## src/rtl/lsu_pkg.sv

```systemverilog
// Shared encodings for the load/store unit: access sizes, FSM states, byte-enable constant.
package lsu_pkg;

  localparam logic [1:0] SZ_BYTE = 2'b00;
  localparam logic [1:0] SZ_HALF = 2'b01;
  localparam logic [1:0] SZ_WORD = 2'b10;

  typedef enum logic [1:0] {
    ST_IDLE = 2'd0,
    ST_REQ  = 2'd1,
    ST_DONE = 2'd2
  } lsu_state_e;

  localparam logic [3:0] BE_ALL = 4'b1111;

endpackage

```

## src/rtl/lsu_lane.sv

```systemverilog
// Combinational lane logic: byte enables, store-data replication, alignment check,
// and load-data extraction with sign/zero extension.
module lsu_lane
  import lsu_pkg::*;
(
  input  logic [1:0]  i_size,
  input  logic [1:0]  i_addr_lo,
  input  logic [31:0] i_wdata,
  output logic [3:0]  o_be,
  output logic [31:0] o_wdata,
  output logic        o_misalign,
  input  logic [1:0]  i_rd_size,
  input  logic [1:0]  i_rd_off,
  input  logic        i_rd_uns,
  input  logic [31:0] i_rdata,
  output logic [31:0] o_rdata
);

  logic [7:0]  w_byte;
  logic [15:0] w_half;

  always_comb begin
    o_be       = BE_ALL;
    o_wdata    = i_wdata;
    o_misalign = 1'b0;
    case (i_size)
      SZ_BYTE: begin
        o_be    = 4'b0001 << i_addr_lo;
        o_wdata = {4{i_wdata[7:0]}};
      end
      SZ_HALF: begin
        o_be       = i_addr_lo[1] ? 4'b1100 : 4'b0011;
        o_wdata    = {2{i_wdata[15:0]}};
        o_misalign = i_addr_lo[0];
      end
      default: o_misalign = |i_addr_lo;
    endcase
  end

  assign w_byte = i_rdata[{i_rd_off, 3'b000} +: 8];
  assign w_half = i_rd_off[1] ? i_rdata[31:16] : i_rdata[15:0];

  always_comb begin
    case (i_rd_size)
      SZ_BYTE: o_rdata = {{24{~i_rd_uns & w_byte[7]}}, w_byte};
      SZ_HALF: o_rdata = {{16{~i_rd_uns & w_half[15]}}, w_half};
      default: o_rdata = i_rdata;
    endcase
  end

endmodule

```

## src/rtl/mem_lsu.sv

```systemverilog
// Load/store unit between the MIPS datapath and a handshaked word-wide data bus.
// Define LSU_TIMEOUT_EN to abort REQ after TIMEOUT_CYCLES cycles without bus_ready.
module mem_lsu
  import lsu_pkg::*;
#(
  parameter int TIMEOUT_CYCLES = 255,
  parameter int TIMEOUT_W      = 8
) (
  input  logic        clk,
  input  logic        reset,
  input  logic        memread,
  input  logic        memwrite,
  input  logic [1:0]  size,
  input  logic        ld_unsigned,
  input  logic [31:0] addr,
  input  logic [31:0] wdata,
  output logic [31:0] rdata,
  output logic        stall,
  output logic        misalign,
  output logic        bus_err_o,
  output logic        bus_req,
  output logic        bus_we,
  output logic [31:0] bus_addr,
  output logic [3:0]  bus_be,
  output logic [31:0] bus_wdata,
  input  logic        bus_ready,
  input  logic [31:0] bus_rdata,
  input  logic        bus_err
);

  lsu_state_e  r_state;
  logic        r_bus_req;
  logic        r_bus_we;
  logic [31:0] r_bus_addr;
  logic [3:0]  r_bus_be;
  logic [31:0] r_bus_wdata;
  logic [31:0] r_rdata;
  logic        r_bus_err;
  logic [1:0]  r_size;
  logic [1:0]  r_off;
  logic        r_uns;

  logic        w_req;
  logic        w_idle;
  logic        w_mis;
  logic [3:0]  w_be;
  logic [31:0] w_wdata;
  logic [31:0] w_ext;
  logic        w_tmo;

  lsu_lane u_lane (
    .i_size     (size),
    .i_addr_lo  (addr[1:0]),
    .i_wdata    (wdata),
    .o_be       (w_be),
    .o_wdata    (w_wdata),
    .o_misalign (w_mis),
    .i_rd_size  (r_size),
    .i_rd_off   (r_off),
    .i_rd_uns   (r_uns),
    .i_rdata    (bus_rdata),
    .o_rdata    (w_ext)
  );

  assign w_req  = memread | memwrite;
  assign w_idle = (r_state == ST_IDLE);

  assign misalign  = w_idle & w_req & w_mis;
  assign stall     = (w_idle & w_req & ~w_mis) | (r_state == ST_REQ);
  assign rdata     = misalign ? 32'h0 : r_rdata;
  assign bus_err_o = r_bus_err;
  assign bus_req   = r_bus_req;
  assign bus_we    = r_bus_we;
  assign bus_addr  = r_bus_addr;
  assign bus_be    = r_bus_be;
  assign bus_wdata = r_bus_wdata;

`ifdef LSU_TIMEOUT_EN
  logic [TIMEOUT_W-1:0] r_tcnt;

  // Counter idles at zero outside REQ, so it is already clear on REQ entry.
  always_ff @(posedge clk or negedge reset) begin
    if (!reset)                  r_tcnt <= '0;
    else if (r_state != ST_REQ)  r_tcnt <= '0;
    else if (!bus_ready)         r_tcnt <= r_tcnt + 1'b1;
  end

  assign w_tmo = (r_tcnt == TIMEOUT_W'(TIMEOUT_CYCLES - 1));
`else
  assign w_tmo = 1'b0;
`endif

  always_ff @(posedge clk or negedge reset) begin
    if (!reset) begin
      r_state     <= ST_IDLE;
      r_bus_req   <= 1'b0;
      r_bus_we    <= 1'b0;
      r_bus_addr  <= '0;
      r_bus_be    <= '0;
      r_bus_wdata <= '0;
      r_rdata     <= '0;
      r_bus_err   <= 1'b0;
      r_size      <= SZ_BYTE;
      r_off       <= '0;
      r_uns       <= 1'b0;
    end else begin
      case (r_state)
        ST_IDLE: begin
          r_bus_err <= 1'b0;
          if (w_req && !w_mis) begin
            r_bus_req   <= 1'b1;
            r_bus_we    <= memwrite;
            r_bus_addr  <= {addr[31:2], 2'b00};
            r_bus_be    <= w_be;
            r_bus_wdata <= w_wdata;
            r_size      <= size;
            r_off       <= addr[1:0];
            r_uns       <= ld_unsigned;
            r_state     <= ST_REQ;
          end
        end
        ST_REQ: begin
          if (bus_ready) begin
            r_rdata   <= (r_bus_we || bus_err) ? 32'h0 : w_ext;
            r_bus_err <= bus_err;
            r_bus_req <= 1'b0;
            r_state   <= ST_DONE;
          end else if (w_tmo) begin
            r_rdata   <= 32'h0;
            r_bus_err <= 1'b1;
            r_bus_req <= 1'b0;
            r_state   <= ST_DONE;
          end
        end
        ST_DONE: begin
          r_bus_err <= 1'b0;
          r_state   <= ST_IDLE;
        end
        default: begin
          r_bus_req <= 1'b0;
          r_state   <= ST_IDLE;
        end
      endcase
    end
  end

endmodule

```

## config.mk

```make
export PLATFORM = sky130hd
export DESIGN_NAME = mem_lsu
export DESIGN_NICKNAME = d
export VERILOG_FILES = /design/src/rtl/lsu_pkg.sv /design/src/rtl/lsu_lane.sv /design/src/rtl/mem_lsu.sv
export SDC_FILE = /design/constraint.sdc
export NUM_CORES = 1
export LEC_CHECK = 0
export CORE_MARGIN = 1
export CORE_UTILIZATION = 39
export CTS_CLUSTER_DIAMETER = 60
export DETAILED_ROUTE_END_ITERATION = 6
export GPL_ROUTABILITY_DRIVEN = 0
export GPL_TIMING_DRIVEN = 0
export PLACE_DENSITY_LB_ADDON = 0.05
export SLEW_MARGIN = 20
export SYNTH_ARGS = -nofsm -noshare
export SYNTH_HDL_FRONTEND = slang
export SYNTH_SLANG_ARGS = --single-unit
export TNS_END_PERCENT = 5
```

## constraint.sdc

```tcl
create_clock -name clk -period 1.9 [get_ports clk]
set_input_delay 0.38 -clock clk [delete_from_list [all_inputs] [get_ports clk]]
set_output_delay 0.38 -clock clk [all_outputs]
set_load 0.01 [all_outputs]
```

After elaboration in Yosys (flattened, before gate mapping)
Cells that the tools add are included.

storage, ports and cells
  bits in latches = 0
  memories kept = 0
  output and inout port bits = 105
  bits in registers = 108
  input bits = 105
  bits in writable memories = 0
  logic and storage cells = 59
  memory bits (read-only) = 0

operators by class
  bitwise gates (word level) = 10
  order comparisons = 0
  add/subtract/negate cells = 0
  div/mod/pow operators = 0
  $mul = 0
  reductions and logical operators = 14
  mux-type cells = 16
  eq/ne operators = 6
  shifts and indexed selects = 2

operators by type and width
  kind                   number
  $pmux W32 S2           2
  $mux W32               2
  $shiftx A32 B6 Y8      1
  $mux W16               1
  $pmux W4 S2            1
  $reduce_and A2 Y1      4
  $eq A2 B1 Y1 const B   3
  $logic_not A2 Y1       3
  $and A1 B1 Y1          5
  $mux W2                2
  $mux W4                1
  $pmux W1 S2            2
  $pmux W2 S2            1
  $reduce_or A2 Y1       2
  $shl A1 B2 Y4 const A  1
  $mux W1                3
  $not A1 Y1             3
  $pmux W1 S3            1
  $reduce_and A3 Y1      1
  $eq A2 B2 Y1 const B   1
  $ne A2 B1 Y1 const B   1
  $ne A2 B2 Y1 const B   1
  $or A1 B1 Y1           2
  $reduce_bool A2 Y1     1
  3 further kinds        3

Logic depth before layout (Yosys ltp)
  word-level depth = 6
  depth in mapped cells = 7
  gate-level depth less buffers = 4

Hierarchy
From an unflattened synthesis, not the netlist that was laid out.

second synthesis, totals
  cell total of the unflattened synthesis = 526
  area, all modules = 5487.8 um^2

by module, submodules not included
  module    instances  area an instance (um^2)  seq. area each (um^2)  cells an instance
  mem_lsu   1          4355.4                   2702.6                 347
  lsu_lane  1          1132.3                   0.0                    179

Least setup slack after synthesis
Ideal clock, no wire load.

  kind = input to output
  start point = input addr[0]
  end point = output stall
  required time = 1.520 ns
  cell stages on the path = 6
  arrival = 1.625 ns
  setup slack = -0.105 ns
  buffers on the path = 3
  path through = clkbuf_1 > o21ai_0 > nand4b_1 > clkbuf_1 > clkbuf_1 > nand2_1

between the ends
  cells in the longest elaborated chain, start to end = 5

RTL lines
  element            RTL line        RTL
  from (decl)        mem_lsu.sv:15   input logic [31:0] addr,
  $reduce_or A2 Y1   lsu_lane.sv:36  default: o_misalign = |i_addr_lo;
  $pmux W1 S2 (*)    lsu_lane.sv:26  case (i_size)
  $not A1 Y1 (*)     mem_lsu.sv:69   assign stall = (w_idle & w_req & ~w_mis) | (r_state == ST_REQ);
  $and A1 B1 Y1 (*)  mem_lsu.sv:69
  $or A1 B1 Y1 (*)   mem_lsu.sv:69
  to (decl)          mem_lsu.sv:18   output logic stall,

Mark *: on every way between the ends. The rest lies on a longest branch, timed or not.

Worst setup path in the final report
  start point = register r_state[1]
  end point = output rdata[28]

between the ends
  cells in the longest elaborated chain, start to end = 4

RTL lines
  element                      RTL line        RTL
  from (decl)                  mem_lsu.sv:31   lsu_state_e r_state;
  from (signal assigned)       mem_lsu.sv:95   r_state <= ST_IDLE;
  from (signal assigned)       mem_lsu.sv:119  r_state <= ST_REQ;
  from (signal assigned)       mem_lsu.sv:127  r_state <= ST_DONE;
  $logic_not A2 Y1             mem_lsu.sv:66   assign w_idle = (r_state == ST_IDLE);
  $and A1 B1 Y1 (2 in series)  mem_lsu.sv:68   assign misalign = w_idle & w_req & w_mis;
  $mux W32                     mem_lsu.sv:70   assign rdata = misalign ? 32'h0 : r_rdata;
  to (decl)                    mem_lsu.sv:17   output logic [31:0] rdata,

No other way between the ends.

==> impl_metrics.py <==
metrics = {
    "clock_tree": {
        "tritoncts": "yes",
        "cts_root_buf": "clkbuf_16",
        "clock_sinks": 108,
        "cts_buffers": 9,
        "clk_pin_slew_ns": 0.08,
        "htreeDepth": 3,
        "clock_path_buffers": 2,
        "clk_latency_ns": 0.36,
    },
    "cells_and_area": {
        "final_common_cell": "clkdlybuf4s50_1",
        "final_cell_mix": "clkdlybuf4s50_1, dfrtp_1, mux2_2",
        "num-nets-final": 806,
        "stdcell_count": 879,
        "layout-area-overhead-vs-synth_pct": 53.8,
        "nFillCells": 1072,
        "drive_gt1_frac": 0.221,
    },
    "setup_path": {
        "end_kind": "output pin",
        "worstSetupPathType": "reg2out",
        "crit_fanout": 8,
        "cp.required_ns": 1.52,
        "cp.arrival_ns": 1.65,
        "start_kind": "flip-flop",
    },
    "sta": {
        "period_share": 1.07,
        "rsz0062_at_grt": "yes",
        "slew_violations": 0,
        "setup_viol": 43,
        "setup_ws_ns": -0.126,
        "finClkSkew_ns": 0.00795,
        "timing.fmax_mhz": 494,
        "period_minus_slack_ns": 2.03,
        "hold_ws_ns": -0.0111,
        "totalNegativeSetupSlack_ns": -4.16,
        "hold_viol": 11,
        "maxSlewHeadroom": 0.303,
        "worst-slew-pin-transition_ns": 1.04,
    },
    "route": {
        "wirelength_mm": 15.7,
        "ant_nets": 0,
        "vias_per_cell": 5.16,
        "wl_per_cell_um": 17.9,
        "dr.pass1.iters": 4,
        "drt_iter0_drc": 197,
        "vias": 4533,
        "drc": 0,
    },
    "synthesis": {
        "ys.flop_type": "dfrtp_1",
        "syn_area_mm2": 0.00519,
        "synth_top_family_by_area": "multiplexers",
        "synth_xor_area_frac": 0.00169,
        "avgSynthCellArea_um2": 11.1,
        "synth_compound_area_frac": 0.149,
        "yosys.area_share.adder": 0,
        "ys_ff_latch": 108,
        "yosysSeqAreaShare": 0.521,
        "yosysUniqueCellTypes": 39,
        "yosysWarnings": 0,
        "syn_inst": 469,
        "postSynth.asyncResetShare": 1.00,
        "synthMuxAreaShare": 0.177,
        "synthSimpleGateAreaFrac": 0.110,
        "synth_edf_count": 0,
    },
    "floorplan": {
        "dieWidth_um": 117,
        "rows": 41,
        "start_util": 0.406,
        "design.core.area_mm2": 0.0128,
        "die_area_mm2": 0.0138,
        "die_h_um": 117,
        "io_pins": 210,
    },
    "grt": {
        "grt_pass1_vias": 4760,
        "grt_use_total": 0.234,
        "antenna_found_initial": 1,
        "grt_max_degree": 60,
        "top_usage_layer": "met2",
        "use_met3": 0.0710,
        "grt.met1_usage": 0.268,
        "grt_first_pass_wirelength_mm": 25.1,
        "grt-ovfl-total": 0,
        "use_met2": 0.406,
    },
    "power_and_ir_drop": {
        "total_leakage_power_uw": 0.00355,
        "p_per_area_mw_per_mm2": 1300,
        "vdd_drop_max_mv": 0.671,
        "p_total_uw": 10400,
    },
    "status": {
        "violations": "negative hold slack, negative setup slack",
        "status": "finished with violations",
    },
    "place": {
        "dp.cells": 847,
        "hpwlAfterDp_mm": 11.5,
        "io_buffers": 204,
    },
    "run": {
        "drv_cap": 0,
    },
    "min_path": {
        "hold_path.class": "in2async",
    },
}
## critical path, stage by stage (launching register included)
cell and delay (ns):
dfrtp_2 0.44, nor2_4 0.14, o21ai_4 0.08, a21oi_4 0.13
buf_12 0.17, clkbuf_8 0.15, nor2b_1 0.04, buf_2 0.13
## final timing paths
check | from | endpoint | slack (ns) | cells past startpoint
setup / recovery | r_state[1] | rdata[28] | -0.13 | 7
setup reg to reg | r_state[0] | r_rdata[16] | -0.08 | 7
hold / removal | reset | r_rdata[20] | -0.01 | 1
max in group asynchronous | reset | r_state[1] | 1.25 | 2
hold reg to reg | bus_wdata[8] | bus_wdata[8] | 0.48 | 2
min in group clk | addr[0] | r_off[0] | 0.44 | 2
## sequential cells by signal, indices dropped and copies added, names as in the netlist
| signal | cells |
|---|---|
| bus_addr | 30 |
| bus_be | 4 |
| bus_err_o | 1 |
| bus_req | 1 |
| bus_wdata | 32 |
| bus_we | 1 |
| r_off | 2 |
| r_rdata | 32 |
| r_size | 2 |
| r_state | 2 |
| r_uns | 1 |
## kinds of logic (layout without fill, tap and decap cells)
logic type / count (synthesis) / after routing
flip-flops: 108 / 108
XOR/XNOR: 1 / 1
multiplexers: 85 / 85
other: 1 / 3
AND/OR/NAND/NOR: 111 / 111
AO/OA/AOI/OAI: 114 / 114
buffers and inverters: 49 / 285
## final cells by class
| cell class | count | area, um^2 | area share |
|---|---|---|---|
| well taps | 172 | 215 | 0.0270 |
| repair buffers | 220 | 2060 | 0.259 |
| inverters | 11 | 45.0 | 0.00565 |
| clock buffers | 11 | 243 | 0.0304 |
| flip-flops and latches | 108 | 2710 | 0.339 |
| plain buffers | 38 | 277 | 0.0347 |
| diodes | 1 | 2.50 | 0.000314 |
| clock inverters | 5 | 83.8 | 0.0105 |
| multi-input cells | 313 | 2340 | 0.293 |
## through the flow
| stage | setup WS [ns] | instance area, um^2 | utilization |
|---|---|---|---|
| floorplan | -0.00541 | 5190 | - |
| global placement | -3.76 | 7450 | 0.583 |
| detailed placement | -1.41 | 7480 | 0.585 |
| CTS | -0.139 | 7940 | 0.621 |
| global route | -0.175 | 7970 | 0.624 |
| finish | -0.126 | 7970 | 0.624 |
## timing repair
action                                  CTS  global route
endpoints found under the setup margin  122            98
buffers inserted                         12             0
hold buffers                              0             0
pin swaps                                 6             2
resized for setup                       182            13
cloned                                    3             0
## routing by layer
metal  vias up  routed length, um
met3        24               1210
met1      2225               6280
met4         0                354
met2       154               7890
li1       2130                  -
met5         -                  0
## power by group
part           switching (uW)  internal, uW  leakage, uW
logic                    2060          2570      0.00205
registers                 480          3180      0.00134
clock network             885          1200     0.000158
total                    3430          6960      0.00355
## Yosys cell counts, types with 10 or more instances
cell type | count | area share
mux2_2 | 53 | 0.12
a221o_1 | 16 | 0.031
dfrtp_1 | 108 | 0.52
o21ai_0 | 49 | 0.047
nor2b_1 | 33 | 0.040
nor2_1 | 12 | 0.0087
mux2i_1 | 32 | 0.062
clkbuf_1 | 27 | 0.020
inv_1 | 10 | 0.0072
nand2_1 | 41 | 0.030
a21oi_1 | 24 | 0.023
Note: power is estimated with default switching activity, not from simulation.
